`src/rtl/packet_xor_recover_if.sv`:
```
// packet_xor_recover_if: job start, input beat and result streams of the XOR recovery accumulator
interface packet_xor_recover_if #(parameter int MASK_W = 128, parameter int W = 4, parameter int PACKET_LENGTH = 2);
  localparam int PW = W * PACKET_LENGTH;
  localparam int CW = $clog2(MASK_W + 1);
  logic start;
  logic [MASK_W-1:0] mask;
  logic in_valid;
  logic in_ready;
  logic [PW-1:0] in_packet;
  logic in_last;
  logic out_valid;
  logic out_ready;
  logic [PW-1:0] out_packet;
  logic [CW-1:0] out_count;
  logic out_err;
  logic busy;
  modport master (output start, mask, in_valid, in_packet, in_last, out_ready,
                  input in_ready, out_valid, out_packet, out_count, out_err, busy);
  modport slave (input start, mask, in_valid, in_packet, in_last, out_ready,
                 output in_ready, out_valid, out_packet, out_count, out_err, busy);
endinterface

```
`src/rtl/packet_xor_recover.sv`:
```
// packet_xor_recover: serial mask-selected XOR of surviving packets to rebuild an erased packet
module packet_xor_recover #(
  parameter int MASK_W = 128,
  parameter int W = 4,
  parameter int PACKET_LENGTH = 2
) (
  input logic clk,
  input logic rst_n,
  packet_xor_recover_if.slave bus
);
  localparam int PW = W * PACKET_LENGTH;
  localparam int IW = MASK_W > 1 ? $clog2(MASK_W) : 1;
  localparam int CW = $clog2(MASK_W + 1);
  typedef enum logic [1:0] {IDLE, ACCUM, DONE} state_t;
  state_t state, next;
  logic [MASK_W-1:0] mask_q;
  logic [PW-1:0] acc;
  logic [IW-1:0] idx;
  logic [CW-1:0] count;
  logic err;
  logic fire, at_end;
  assign fire = state == ACCUM && bus.in_valid;
  assign at_end = idx == IW'(MASK_W - 1);
  always_comb begin
    next = state;
    next = state == IDLE  ? (bus.start ? ACCUM : IDLE) :
           state == ACCUM ? (fire && (bus.in_last || at_end) ? DONE : ACCUM) :
                            (bus.out_ready ? IDLE : DONE);
  end
  always_ff @(posedge clk or negedge rst_n)
    if (!rst_n) state <= IDLE;
    else state <= next;
  // err is rewritten every beat but can only be set on the forced final beat
  always_ff @(posedge clk or negedge rst_n)
    if (!rst_n) begin
      mask_q <= '0;
      acc <= '0;
      idx <= '0;
      count <= '0;
      err <= 1'b0;
    end else if (state == IDLE && bus.start) begin
      mask_q <= bus.mask;
      acc <= '0;
      idx <= '0;
      count <= '0;
      err <= 1'b0;
    end else if (fire) begin
      acc <= mask_q[idx] ? acc ^ bus.in_packet : acc;
      count <= mask_q[idx] ? count + CW'(1) : count;
      idx <= idx + IW'(1);
      err <= at_end && !bus.in_last;
    end
  assign bus.in_ready = state == ACCUM;
  assign bus.busy = state != IDLE;
  assign bus.out_valid = state == DONE;
  assign bus.out_packet = acc;
  assign bus.out_count = count;
  assign bus.out_err = err;
endmodule

```
`src/flat_wrapper.sv`:
```
// flat-port wrapper written by rule: the top's interface ports become plain ports
module packet_xor_recover_flat 
#(
  parameter int MASK_W = 128,
  parameter int W = 4,
  parameter int PACKET_LENGTH = 2
)
  (clk, rst_n, bus_start, bus_mask, bus_in_valid, bus_in_packet, bus_in_last, bus_out_ready, bus_in_ready, bus_out_valid, bus_out_packet, bus_out_count, bus_out_err, bus_busy);
  packet_xor_recover_if #(.MASK_W(MASK_W), .W(W), .PACKET_LENGTH(PACKET_LENGTH)) bus_i ();
  input logic clk;
  input logic rst_n;
  input wire logic [$bits(bus_i.start)-1:0] bus_start;
  input wire logic [$bits(bus_i.mask)-1:0] bus_mask;
  input wire logic [$bits(bus_i.in_valid)-1:0] bus_in_valid;
  input wire logic [$bits(bus_i.in_packet)-1:0] bus_in_packet;
  input wire logic [$bits(bus_i.in_last)-1:0] bus_in_last;
  input wire logic [$bits(bus_i.out_ready)-1:0] bus_out_ready;
  output wire logic [$bits(bus_i.in_ready)-1:0] bus_in_ready;
  output wire logic [$bits(bus_i.out_valid)-1:0] bus_out_valid;
  output wire logic [$bits(bus_i.out_packet)-1:0] bus_out_packet;
  output wire logic [$bits(bus_i.out_count)-1:0] bus_out_count;
  output wire logic [$bits(bus_i.out_err)-1:0] bus_out_err;
  output wire logic [$bits(bus_i.busy)-1:0] bus_busy;
  assign bus_i.start = bus_start;
  assign bus_i.mask = bus_mask;
  assign bus_i.in_valid = bus_in_valid;
  assign bus_i.in_packet = bus_in_packet;
  assign bus_i.in_last = bus_in_last;
  assign bus_i.out_ready = bus_out_ready;
  assign bus_in_ready = bus_i.in_ready;
  assign bus_out_valid = bus_i.out_valid;
  assign bus_out_packet = bus_i.out_packet;
  assign bus_out_count = bus_i.out_count;
  assign bus_out_err = bus_i.out_err;
  assign bus_busy = bus_i.busy;
  packet_xor_recover #(.MASK_W(MASK_W), .W(W), .PACKET_LENGTH(PACKET_LENGTH)) u_core (.clk(clk), .rst_n(rst_n), .bus(bus_i));
endmodule
```
`config.mk`:
```
export PLATFORM = sky130hd
export DESIGN_NAME = packet_xor_recover_flat
export DESIGN_NICKNAME = d
export VERILOG_FILES = /design/src/rtl/packet_xor_recover_if.sv /design/src/rtl/packet_xor_recover.sv /design/src/flat_wrapper.sv
export SDC_FILE = /design/constraint.sdc
export NUM_CORES = 1
export LEC_CHECK = 0
export ABC_AREA = 1
export CAP_MARGIN = 20
export CORE_ASPECT_RATIO = 0.5
export CORE_UTILIZATION = 40
export CTS_BUF_LIST = sky130_fd_sc_hd__clkbuf_8 sky130_fd_sc_hd__clkbuf_16
export CTS_CLUSTER_DIAMETER = 60
export DETAILED_ROUTE_END_ITERATION = 6
export GPL_TIMING_DRIVEN = 0
export PLACE_DENSITY = 0.66
export SYNTH_ARGS = -nofsm -noshare
export SYNTH_HDL_FRONTEND = slang
export SYNTH_SLANG_ARGS = --single-unit
```
`constraint.sdc`:
```
create_clock -name clk -period 5.6 [get_ports clk]
set_input_delay 0.84 -clock clk [delete_from_list [all_inputs] [get_ports clk]]
set_output_delay 0.84 -clock clk [all_outputs]
set_load 0.05 [all_outputs]
```
Word-level counts from Yosys, hierarchy flattened. Cells that the tools add are included.

Bits in registers: 154. Input bits: 142. Word-level logic and storage cells: 41.

$add $sub $neg: 2. $lt $le $gt $ge: 1. Eq/ne operators: 3. Multiplexer cells: 17. Bitwise operators: 1. Reductions and logical operators: 11.

Operator list (count): 8-bit 2-to-1 mux (6); 7-bit 2-to-1 mux (2); 8-bit by 1-bit adder with 8-bit output (second input constant) (1); 7-bit by 8-bit less-than comparator with 1-bit output (second input constant) (1); 2-bit 2-to-1 mux (4); 8-bit bitwise XOR (1); 7-bit by 1-bit adder with 7-bit output (second input constant) (1); 1-bit binary-select mux with 7-bit select (1); 7-bit == test (second input constant) (1); 2-bit nonzero test (3); 1-bit logical AND (4); 1-bit 2-to-1 mux (4); 2-bit by 1-bit == test with 1-bit output (second input constant) (1); 2-bit == test (second input constant) (1); 2-bit logical NOT (1); 2-bit AND reduction (1); 1-bit logical NOT (1); 1-bit logical OR (1).

Depth between registers and ports, before layout.
Depth after elaboration: 6. Depth in mapped cells: 17. Mapped depth without buffers: 14.

Worst setup path after synthesis. Ideal clock, no wire load.

Path type: register to register. Start: register u_core.state[1]. End: register u_core.idx[0]. Setup time: 83 ps. Data arrival time: 1886 ps. Setup slack: 3631 ps. Stages on the path, launching flop included: 10. Path buffers: 2. Clock period less this slack: 1969 ps. Cell sequence: dfrtp_1 -> inv_1 -> nand2_1 -> inv_1 -> nand2_1 -> nand2_1 -> clkbuf_1 -> clkbuf_1 -> nand3_1 -> o21ai_0.

Word-level cells in the longest chain between the ends: 3.

RTL lines: from (decl) (line packet_xor_recover.sv:15) `state_t state, next;`; from (signal assigned) (line packet_xor_recover.sv:32) `else state <= next;`; 2-bit by 1-bit == test with 1-bit output; named net bus_in_ready (line flat_wrapper.sv:18) `output wire logic [$bits(bus_i.in_ready)-1:0] bus_in_ready;`; 1-bit logical AND (line packet_xor_recover.sv:22) `assign fire = state == ACCUM && bus.in_valid;`; 2-bit nonzero test (no source line); to (signal assigned) (line packet_xor_recover.sv:50) `idx <= idx + IW'(1);`; to (decl) (line packet_xor_recover.sv:18) `logic [IW-1:0] idx;`.

The timed path passes the listed nets, and every way through them passes these cells. A chain may end at the register's enable or synchronous reset.

Worst setup path in the final report.
Start: input port bus_start. End: register u_core.mask_q[85].

Word-level cells in the longest chain between the ends: 1.

RTL lines: from (decl) (line flat_wrapper.sv:12) `input wire logic [$bits(bus_i.start)-1:0] bus_start;`; 1-bit logical AND (line packet_xor_recover.sv:41) `end else if (state == IDLE && bus.start) begin`; to (signal assigned) (line packet_xor_recover.sv:42) `mask_q <= bus.mask;`; to (decl) (line packet_xor_recover.sv:16) `logic [MASK_W-1:0] mask_q;`.

Every way passes these cells.

==> summary.md <==
| Metric | Value |
|---|---|
| Outcome | finished clean |
| Reg2reg setup slack | 3.02 ns |
| Number of synthesized flops with an enable pin | 0 |
| Top cells by instance count after synthesis | nand2_1 (595), dfrtp_1 (154), nand3_1 (120), clkbuf_1 (35), inv_1 (14) |
| Peak supply drop | 0.329 mV |
| Buffers on Ports | 161 |
| CP cell instances | clkdlybuf4s50_1 > nand2_1 > clkinv_1 > clkbuf_1 > clkbuf_1 > nand2_1 > nand2_1 |
| Synth Register Bits | 154 |
| Max stage delay cell, worst path | clkbuf_1 |
| GRT busiest layer | met2 |
| Num CTS Buffers | 17 |
| Cell with the most instances after synthesis | nand2_1 |
| Worst slew pin tran | 0.927 ns |
| Yosys top cell area share | around 52% |
| Largest net degree at the start of global routing | 91 |
| Htree depth | 4 |
| Pwr/cell area | 551 nW/um^2 |
| Fin crit share | between 40% and 50% |
| Placed instance count | 1400 |
| GR Util met1 | 36.3% |
| I/O pin cnt | 162 |
| RSZ-0062 raised after global routing | false |
| Final setup violating endpoints | 0 |
| Post-DP HPWL | around 16000 um |
| Setup Fix Bufs, Post-CTS | 0 |
| Met2 Usage GRT | roughly two fifths |
| Crit path time final | 2.78 ns |
| Final ANT Viol Nets | 0 |
| First-pass GRT wire length | 37000 um |
| Crit-path most repeated cell | nand2_1 |
| Post-route design area | around 10000 sq um |
| Skew final | 0.00667 ns |
| Reg2Reg Depth | 16 |
| Top cells by area, synth | dfrtp_1 (52%), nand2_1 (30%), nand3_1 (8.1%) |
| Final Hold Fails | 0 |
| Clk_lat worst skew | about 0.42 ns |
| Critical path class | in2reg |
| Final Hold Slack | 0.418 ns |
| Total grt overflow | 0 |
| HP Class | in2async |
| Share of layout cells above drive strength 1 | 5.26% |
| Finished Core Util | 56.3% |
| Post-synthesis sequential area ratio | 52.0% |
| Post-Syn Area | 7410 sq um |
| WL final | 22700 um |
| CTS Buffer Depth | 2 |
| Number of global-route vias before repair | 7142 |
| Setup crit start kind | input pin |
| Final Wtd Congestion | approximately 0.87 |
| Layout Cells excl Fill | 1432 |
| Final #Nets | 1329 |
| Post-CTS sizing | 0 |
| Post-synth top area cell | dfrtp_1 |
| Via count | 7135 |
| Lkg Pwr | between 5 and 6 nW |
| Initial antenna violation count | 0 |
| Synth Net Count | about 1100 |
| Yosys warns | 0 |
| Initial Util | a little over two fifths |
| M3 GR Usage | 3.56% |
| Fin. max-slew vios | 0 |
| CTS sink count | 154 |
| Placeable core region | 17700 sq um |
| Maximum clock frequency | about 360 MHz |
| CTS tree | done |
| Overall Global Routing Usage | 24.9% |
| 1st-iter DRT viols | between 600 and 700 |
| DR vias/cell | around 5.0 |
| Cts hold-fix bufs | 0 |
| Mapped Cells | around 1000 |
| DIE AREA | 19100 sq um |
| Syn-to-layout area delta | 34.7% |
| Primary FF master, synth | dfrtp_1 |
| Critical Path Sink Type | flop |
| RR Endpoint | u_core.bus.out_packet[5] |
| Die width | 194 um |
| Post-DR wirelength/cell | 15.8 um |
| CP Capture Point | u_core.mask_q[85] |
| Ant. Diodes | 0 |
| # rows | 34 |
| Total chip power | 5.50 mW |
| Max-cap violations | 0 |
| Die height | 98.2 um |
| Worst-path fanout max | 10 |
| Async set or reset register ratio after synthesis | 100% |
| CP Data Required Time | ~6.0 ns |
| # DRC | 0 |
| CP max stage delay | between 0.7 and 0.8 ns |
| WP data arrival | between 3 and 4 ns |
| CTS root buf | clkbuf_16 |
| Placed cell areas | roughly 9300 sq um |
| CP Launch Point | bus_start |
| Max-slew headroom | 38.2% |
| TritonRoute pass-1 iters | 5 |
| Origin of the critical flop-to-flop path | u_core.idx[0] |
| Cell variety after synth | 24 |
| CTS clk-pin slew, worst paths | roughly 0.070 ns |
| Synth Area per Inst | between 7 and 8 sq um |
## power by group
group	internal [mW]	switching, mW
Sequential	1.60	0.281
Clock	0.758	0.504
Combinational	0.807	1.55
## metal layers
| layer | share of wire (%) | wire (um) |
|---|---|---|
| met5 | 0 | 0 |
| met4 | 1.5 | 346 |
| met3 | 5.9 | 1330 |
| met2 | 44 | 9980 |
| met1 | 49 | 11000 |
## through the flow
| step | setup TNS (ns) | worst slack, ns |
|---|---|---|
| 2_1_floorplan | 0 | 3.63 |
| 3_3_place_gp | -387.99 | -2.53 |
| 3_5_place_dp | 0 | 2.37 |
| 4_1_cts | 0 | 2.77 |
| 5_1_grt | 0 | 2.64 |
| 6_report | 0 | 2.82 |
## how the worst min path moves through the flow
stage	start	to	cells past startpoint
2_1_floorplan	u_core.mask_q[0]	u_core.mask_q[0]	2
3_3_place_gp	u_core.mask_q[88]	u_core.mask_q[88]	2
3_5_place_dp	u_core.mask_q[66]	u_core.mask_q[66]	2
4_1_cts	rst_n	u_core.mask_q[37]	1
5_1_grt	rst_n	u_core.mask_q[39]	1
6_report	rst_n	u_core.mask_q[39]	1
## final cells by class
type,count,area [sq um]
Fill cell,1706,7760
Tap cell,234,293
Buffer,59,292
Sequential cell,154,3850
Clock inverter,15,211
Multi-Input combinational cell,773,3200
Timing Repair Buffer,162,1640
Inverter,18,67.6
Clock buffer,17,425
## logic make-up after synthesis
| group | Yosys count | synth area share, % |
|---|---|---|
| compound gates | 16 | 1.15 |
| xor+xnor | 9 | 1.06 |
| fa+ha+maj | 2 | 0.338 |
| buf+inv | 77 | 4.85 |
| flops | 154 | 52.0 |
| simple gates | 746 | 40.6 |
## cells in the final DEF, fill, tap and decap left out, drive strengths merged
| cell | instances |
|---|---|
| clkinvlp | 2 |
| inv | 25 |
| dfrtp | 154 |
| clkinv | 2 |
| ha | 2 |
| a221oi | 1 |
| nand2 | 598 |
| a21oi | 6 |
| o21ai | 8 |
| nor4 | 1 |
| buf | 26 |
| nand4 | 9 |
| nor2 | 12 |
| bufinv | 4 |
| clkbuf | 52 |
| xor2 | 9 |
| clkdlybuf4s50 | 160 |
| nor3 | 5 |
| a31oi | 1 |
| nand3 | 121 |
## critical path, delay by kind of cell
family | cells | cell delay [ns]
buffers and inverters | 4 | 1.86
and+or+nand+nor | 3 | 0.42
## flip-flops by register name (all words and copies together) (netlist names)
name / cells
u_core.mask_q: 128
u_core.state: 2
u_core.bus.out_count: 8
u_core.bus.out_packet: 8
u_core.idx: 7
u_core.bus.out_err: 1
Power figures use the tool's default switching activity.
